File: src/rtl/cdc_pkg.sv
// cdc_pkg: shared FSM state type and constants for the toggle pulse-crossing blocks
package cdc_pkg;
    typedef enum logic [1:0] {
        IDLE  = 2'd0,
        PULSE = 2'd1,
        GAP   = 2'd2
    } cdc_state_t;
    localparam int SYNC_STAGES_MIN = 2;
    localparam int SYNC_STAGES_MAX = 4;
    localparam int STATS_W = 16;
endpackage

File: src/rtl/cdc_sync_bit.sv
// cdc_sync_bit: N-stage single-bit synchronizer with asynchronous active-high reset
module cdc_sync_bit
    import cdc_pkg::*;
#(
    parameter int N = 3
) (
    input  logic clk,
    input  logic rst,
    input  logic d,
    output logic q
);
    logic [N-1:0] sync_q;

    if (N < SYNC_STAGES_MIN || N > SYNC_STAGES_MAX) begin : g_bad_n
        $error("cdc_sync_bit: N outside legal synchronizer depth");
    end

    // shift the asynchronous level through the chain; every stage clears on reset
    always_ff @(posedge clk or posedge rst) begin
        if (rst) sync_q <= '0;
        else     sync_q <= {sync_q[N-2:0], d};
    end

    assign q = sync_q[N-1];
endmodule

File: src/rtl/cdc_pulse_rx_ack.sv
// cdc_pulse_rx_ack: toggle-request receiver with ack return, pending queue and gap-spaced pulse regeneration
// Optional event statistics enabled by defining CDC_PULSE_RX_ACK_STATS_EN.
module cdc_pulse_rx_ack
    import cdc_pkg::*;
#(
    parameter int SYNC_STAGES = 3,
    parameter int CNT_W       = 4,
    parameter int MIN_GAP     = 0
) (
    input  logic               CLK,
    input  logic               RST,
    input  logic               req_in,
    input  logic               clr_ovf,
    output logic               ack_out,
    output logic               pulse_out,
    output logic [CNT_W-1:0]   pending,
    output logic               overflow,
    output logic [STATS_W-1:0] evt_total,
    output logic [STATS_W-1:0] evt_dropped
);
    localparam int GAP_W = (MIN_GAP > 1) ? $clog2(MIN_GAP) : 1;

    logic             sync_d;
    logic             evt;
    logic             emit;
    logic             drop;
    logic [CNT_W-1:0] pending_nxt;
    cdc_state_t       state;
    cdc_state_t       state_nxt;
    logic [GAP_W-1:0] gap_cnt;
    logic [GAP_W-1:0] gap_nxt;

    cdc_sync_bit #(.N(SYNC_STAGES)) u_sync (
        .clk (CLK),
        .rst (RST),
        .d   (req_in),
        .q   (ack_out)
    );

    // delayed copy of the synchronized level; any difference is one event
    always_ff @(posedge CLK or posedge RST) begin
        if (RST) sync_d <= 1'b0;
        else     sync_d <= ack_out;
    end

    assign evt  = ack_out ^ sync_d;
    assign emit = pulse_out;
    assign drop = evt & (&pending) & ~emit;
    assign pending_nxt = (evt & ~drop & ~emit) ? pending + CNT_W'(1) :
                         (~evt & emit)         ? pending - CNT_W'(1) : pending;

    // pending queue and sticky overflow; a drop wins over a same-cycle clear
    always_ff @(posedge CLK or posedge RST) begin
        if (RST) begin
            pending  <= '0;
            overflow <= 1'b0;
        end else begin
            pending  <= pending_nxt;
            overflow <= drop | (overflow & ~clr_ovf);
        end
    end

    // emission scheduler: issue a pulse, then hold off MIN_GAP cycles
    always_comb begin
        state_nxt = state;
        gap_nxt   = gap_cnt;
        case (state)
            IDLE:  if (pending != '0) state_nxt = PULSE;
            PULSE: begin
                if (MIN_GAP == 0) begin
                    state_nxt = (pending_nxt != '0) ? PULSE : IDLE;
                end else begin
                    state_nxt = GAP;
                    gap_nxt   = GAP_W'(MIN_GAP - 1);
                end
            end
            GAP: begin
                if (gap_cnt == '0) state_nxt = (pending != '0) ? PULSE : IDLE;
                else               gap_nxt   = gap_cnt - GAP_W'(1);
            end
            default: state_nxt = IDLE;
        endcase
    end

    // state, gap counter and a glitch-free registered pulse mirroring PULSE
    always_ff @(posedge CLK or posedge RST) begin
        if (RST) begin
            state     <= IDLE;
            gap_cnt   <= '0;
            pulse_out <= 1'b0;
        end else begin
            state     <= state_nxt;
            gap_cnt   <= gap_nxt;
            pulse_out <= (state_nxt == PULSE);
        end
    end

`ifdef CDC_PULSE_RX_ACK_STATS_EN
    // total events wrap; dropped events saturate; only reset clears them
    always_ff @(posedge CLK or posedge RST) begin
        if (RST) begin
            evt_total   <= '0;
            evt_dropped <= '0;
        end else begin
            evt_total <= evt_total + STATS_W'(evt);
            if (drop && !(&evt_dropped)) evt_dropped <= evt_dropped + STATS_W'(1);
        end
    end
`else
    assign evt_total   = '0;
    assign evt_dropped = '0;
`endif
endmodule

File: config.mk
export PLATFORM = sky130hd
export DESIGN_NAME = cdc_pulse_rx_ack
export DESIGN_NICKNAME = d
export VERILOG_FILES = /design/src/rtl/cdc_pkg.sv /design/src/rtl/cdc_sync_bit.sv /design/src/rtl/cdc_pulse_rx_ack.sv
export SDC_FILE = /design/constraint.sdc
export NUM_CORES = 1
export LEC_CHECK = 0
export CORE_MARGIN = 3
export CORE_UTILIZATION = 36
export CTS_CLUSTER_DIAMETER = 60
export DETAILED_ROUTE_END_ITERATION = 10
export HOLD_SLACK_MARGIN = 0.08
export PLACE_DENSITY = 0.73
export SLEW_MARGIN = 15
export SYNTH_ARGS = -nofsm -noshare
export SYNTH_HDL_FRONTEND = slang
export SYNTH_SLANG_ARGS = --single-unit
File: constraint.sdc
create_clock -name CLK -period 1.8 [get_ports CLK]
set_clock_uncertainty 0.15 [all_clocks]
set_input_delay 0.27 -clock CLK [delete_from_list [all_inputs] [get_ports CLK]]
set_output_delay 0.27 -clock CLK [all_outputs]
set_load 0.01 [all_outputs]
==> results of run 1 <==
critical path, stage by stage, from the launching register on:
cell      delay (ps)
dfrtp_2          460
ha_4             180
nand2_2           70
or4b_4           470
a221oi_4         300
a211oi_2          70
o22ai_1          160
cell type report:
| cell class | count | area, µm² | area share, % |
|---|---|---|---|
| Clock buffer | 4 | 36.28 | 3.322 |
| Inverter | 5 | 18.77 | 1.718 |
| Multi-Input combinational cell | 72 | 455.4 | 41.70 |
| Sequential cell | 12 | 302.8 | 27.72 |
| Tap cell | 28 | 35.03 | 3.207 |
| Timing Repair Buffer | 29 | 244.0 | 22.34 |
kinds of logic (layout without fill, tap and decap cells):
logic type	count (synthesis)	in the layout	share of synthesized area (%)
XOR/XNOR	2	2	2.015
flip-flops	12	12	34.53
multiplexers	3	3	3.597
adder cells (fa/ha/maj)	2	2	2.877
buffers and inverters	39	38	30.79
other	1	33	0.4312
AND/OR/NAND/NOR	19	19	12.80
AO/OA/AOI/OAI	13	13	12.95
flip-flops by register name, indices dropped and copies added, names as in the netlist:
signal	cells
pending	4
u_sync.sync_q	3
state	2
overflow	1
pulse_out	1
sync_d	1
repair_timing:
item,in CTS,in global routing
hold buffers,0,0
pin swaps,1,0
endpoints found under the hold margin,0,0
setup endpoints to repair,7,4
setup buffers,5,2
resized for setup,5,2
metal layers:
layer,wire length [µm],vias to the layer above
li1,-,306
met1,658,290
met2,776,31
met3,123,2
met4,12,0
met5,0,-
layout by cell type (no fill, tap or decap), drive strengths merged, types with 2 or more instances in the layout:
cell type | netlist | final
nand2b | 3 | 3
ha | 2 | 2
mux2i | 2 | 2
inv | 5 | 5
nand2 | 5 | 5
nor3b | 2 | 2
clkbuf | 1 | 4
buf | 33 | 19
conb | 1 | 33
dfrtp | 12 | 12
dlygate4sd2 | 0 | 3
nor3 | 4 | 4
clkdlybuf4s50 | 0 | 5
and3 | 2 | 2
o21ai | 3 | 3
o22ai | 3 | 3
xnor2 | 2 | 2
dlymetal6s2s | 0 | 2
cells in the mapped netlist (all sizes together) (2+ instances only):
cell type,n
ha,2
nand2,5
o22ai,3
inv,5
nand2b,3
dfrtp,12
and3,2
nor3,4
buf,33
xnor2,2
mux2i,2
nor3b,2
o21ai,3
stage by stage:
stage	hold WS [ps]	total power [mW]	cell area (µm²)	std cells	TNS, ps
3_3_place_gp	186.0	1.292	983.4	139	-278.0
6_report	131.8	1.613	1092	150	-327.6
3_5_place_dp	191.9	1.323	983.4	139	-535.6
2_1_floorplan	-15.44	0.9931	1007	123	-94.69
5_1_grt	178.5	1.733	1092	150	-554.4
4_1_cts	151.3	1.589	1072	148	-291.9
path summary, 6_finish.rpt:
kind / depth (start not counted) / to / start
max: 6 / state[0] / pending[0]
min: 2 / pending[0] / RST
max reg2reg: 6 / state[0] / pending[0]
min reg2reg: 0 / u_sync.sync_q[2] / u_sync.sync_q[1]
max in group asynchronous: 2 / pending[1] / RST
min in group CLK: 0 / u_sync.sync_q[2] / u_sync.sync_q[1]
power by group through the flow:
stage | logic (mW) | clock network, mW | registers [mW]
2_1_floorplan | 0.496 | 0 | 0.498
3_3_place_gp | 0.858 | 0 | 0.434
3_5_place_dp | 0.884 | 0 | 0.438
4_1_cts | 0.935 | 0.226 | 0.428
5_1_grt | 1.05 | 0.241 | 0.440
6_report | 0.959 | 0.226 | 0.428
==> metrics, run 1 <==
Final Core Density=48.45%; Reg clk slew, reported paths=90 ps; number of diodes=0; First-pass DRT Iterations=3; Antenna Nets Post-Route=0; initial core utilization=38.57%; Sw Ratio=39.23%; post-synthesis cell area=869.6 µm²; critical path class=register to register; Final Max Slew Viols=0; row cnt=17; drt wl/cell=10.47 µm; clock power share=14.0%; Lkg Pwr=0.5416 nW; Avg Cell Area, Syn=9.556 µm²; initial antenna violation count=0; global routing met3 resource utilization=2.681%; Fillers=217; drt drc=0; largest area contributor in the netlist=dfrtp_1; status=finished, violations left; Post-synth ARST share=100.0%; Final Setup Violations=3; M1 GR Usage=13.41%; RSZ-0062 raised after global routing=true; sequential-to-total area share from yosys stat=34.53%; ys flop type=dfrtp_1; Sink Count=12; final worst path period share=108.3%; GRT met2 Usage=21.06%; Max Fclk=513.0 MHz; failing checks=negative setup slack; Routed Wire Length=1.571 mm; gr busiest metal=met2; Crit path arrival time=1990 ps; DP Worst Slack=-264.2 ps; clk_lat worst skew=280 ps; die area=3041 µm²; final worst slack=-149.2 ps; R2R Setup Slk=-150 ps; main area contributors after synthesis=dfrtp_1 (35%), buf_4 (28%), a221oi_4 (3.0%); Seq pwr share=26.5%; fin nets=129; Max FO, Critical Path=4; P&R area growth vs syn=25.61%; crit path time final=1949 ps; MaxCap Viol Count=0; GRT Resource Usage Total=11.63%; Via density=4.193; #FFs+latches synth=12; largest net degree at the start of global routing=15; total power per unit cell area=1476 nW/µm²; clock tree root driver cell=clkbuf_4; vias in the first global route=583; DP Wirelength=1.215 mm; Internal=980.1 µW; IO Pins=43; Post-synth EDFFs=0; total CTS buffers=3; Clock Path Buffers=2; routability cong.=0.8598; grt ovf=0; first-pass GRT wire length=2.477 mm; Peak VDD IR=0.8359 mV; CTS tree=done; H-Tree Depth=1; final hold vios=0; cells after synthesis=91; YS warnings=0; CP Capture Type=register; Die Y=55.15 µm; Net Switching=632.6 µW; Hold Path Class=input pin to asynchronous set/reset pin; Die Width=55.15 µm; Synth top area share=34.53%; Core Box Area=2255 µm²; share of layout cells above drive strength 1=27.05%; power share of the combinational group=59.5%; via count=629; Yosys cell types=28; Port Buffers=10; required time of the critical path=1840 ps; initial DRC count=3; startpoint types=register
Note: power is estimated with default switching activity, not from simulation.
==> inputs of run 2 (changes only) <==
Settings changed: CAP_MARGIN set to 15, SLEW_MARGIN 15 to 30.
==> results of run 2 <==
Same layout as run 1: the final DEF is identical, and so are final timing and power.
==> inputs of run 3 (changes only) <==
Settings changed: TNS_END_PERCENT set to 10.
==> run 3 against run 2 <==
Net effect:
- the run still ends with negative setup slack left
- cell count shrank 0.67%
- largest cell class unchanged
- critical path type unchanged
- sequential share of layout area is essentially flat
- non-clock buffer count shrank 1
- sequential power grew 1%
- critical path depth is the same
- combinational power shrank 0.8%
- clock power shrank 6%
- die area is the same
==> metrics, run 3 (synthesized netlist as in run 1, its figures left out) <==
status=finished, violations left; failing checks=negative setup slack; Layout Cells excl Fill=149; clock tree root driver cell=clkbuf_4; total power per unit cell area=1455 nW/µm²; P&R area growth vs syn=26.33%; required time of the critical path=1850 ps; Core Box Area=2255 µm²; H-Tree Depth=1; initial DRC count=4; routability cong.=0.8795; DP Wirelength=1.182 mm; CTS tree=done; placed instance count=141; share of layout cells above drive strength 1=28.10%; Reg clk slew, reported paths=70 ps; initial antenna violation count=0; final worst path period share=104.4%; row cnt=17; CP Capture Type=register; Max Fclk=532.1 MHz; Port Buffers=10; Die Y=55.15 µm; First-pass DRT Iterations=2; DP Worst Slack=-302.1 ps; GRT Resource Usage Total=11.52%; Crit-path slowest cell=or4b_4; Sink Count=12; number of diodes=0; Antenna Nets Post-Route=0; clk_lat worst skew=270 ps; number of flip-flops in the largest register=4; largest net degree at the start of global routing=15; Clock Path Buffers=2; Final Setup Violations=2; via count=631; Via density=4.235; biggest regs=pending x4, u_sync.sync_q x3, state x2; cell chain of the critical path=ha_4 > nand2_2 > or4b_4 > a221oi_4 > a211oi_2 > o22ai_1; drt drc=0; critical path class=register to register; first-pass GRT wire length=2.484 mm; Peak VDD IR=0.7864 mV; crit-path leading delay family=simple AND/OR/NAND/NOR gates; fin nets=128; Hold Path Class=input pin to asynchronous set/reset pin; initial core utilization=38.57%; MaxCap Viol Count=0; Pwr Total=1.598 mW; Crit path arrival time=1930 ps; final hold vios=0; RSZ-0062 raised after global routing=true; Post-CTS Hold Fix Bufs=0; Biggest register=pending; final worst slack=-79.37 ps; Lkg Pwr=0.5451 nW; R2R Path Start=pending[0]; crit path time final=1879 ps; Max FO, Critical Path=5; commonest non-fill, non-tap cell in the layout=conb_1; Worst Setup SP=pending[0]; Final Max Slew Viols=0; die area=3041 µm²; startpoint types=register; commonest non-fill, non-tap cells in the layout=conb_1 (33), buf_4 (18), dfrtp_1 (9); IO Pins=43; drt wl/cell=10.40 µm; CP max stage delay=470 ps; vias in the first global route=572; grt ovf=0; Die Width=55.15 µm; Routed Wire Length=1.549 mm; CP bufs+invs=0; total CTS buffers=3
-- run 3: changes by cell type in the layout (fill, tap and decap cells not counted), sizes merged --
| cell | previous run | this run |
|---|---|---|
| dlymetal6s2s | 2 | 3 |
| buf | 19 | 18 |
| clkdlybuf4s50 | 5 | 6 |
| dlygate4sd2 | 3 | 1 |
-- run 3: power breakdown --
part	leakage, nW	switching, mW	total (mW)	internal [mW]
Clock	0.0210	0.0899	0.213	0.123
Combinational	0.385	0.458	0.951	0.493
Sequential	0.139	0.0787	0.434	0.355
Total	0.545	0.626	1.60	0.972
-- run 3: timing repair --
action | 4_1_cts | 5_1_grt
endpoints found under the hold margin | 0 | 0
pin swaps | 3 | 1
setup buffers | 3 | 1
gates resized for setup | 6 | 3
endpoints found under the setup margin | 8 | 5
-- run 3: area by class of cell --
class                           instances  area, µm²
Multi-Input combinational cell         72      462.9
Clock buffer                            4      36.28
Inverter                                5      18.77
Tap cell                               28      35.03
Sequential cell                        12      304.0
Fill cell                             215       1156
Timing Repair Buffer                   28      241.5
-- run 3: worst paths after layout --
kind | to | slack, ps | cells after the start
hold / removal | pending[2] | 150 | 2
min in group CLK | u_sync.sync_q[1] | 200 | 0
setup reg to reg | pulse_out | -80 | 6
max in group asynchronous | pending[1] | 1020 | 2
setup / recovery | pulse_out | -80 | 6
hold reg to reg | u_sync.sync_q[1] | 200 | 0
-- run 3: per-layer routing --
layer  GRT usage (%)  part of all wire, %  vias up
met1           13.43                   40      291
met4           3.644                  1.1        0
met2           20.08                   47       35
li1                -                    -      301
met3           3.485                   11        4
met5               0                    0        -
-- run 3: metrics by stage --
step	TNS (ps)	util (%)	instance area, µm²	hold WS, ps
2_1_floorplan	-106.5	-	1005	-15.44
3_5_place_dp	-774.6	44.17	996.0	184.7
6_report	-152.6	48.72	1099	147.0
4_1_cts	-222.6	48.06	1084	165.3
3_3_place_gp	-402.1	44.17	996.0	184.6
5_1_grt	-343.9	48.72	1099	179.0
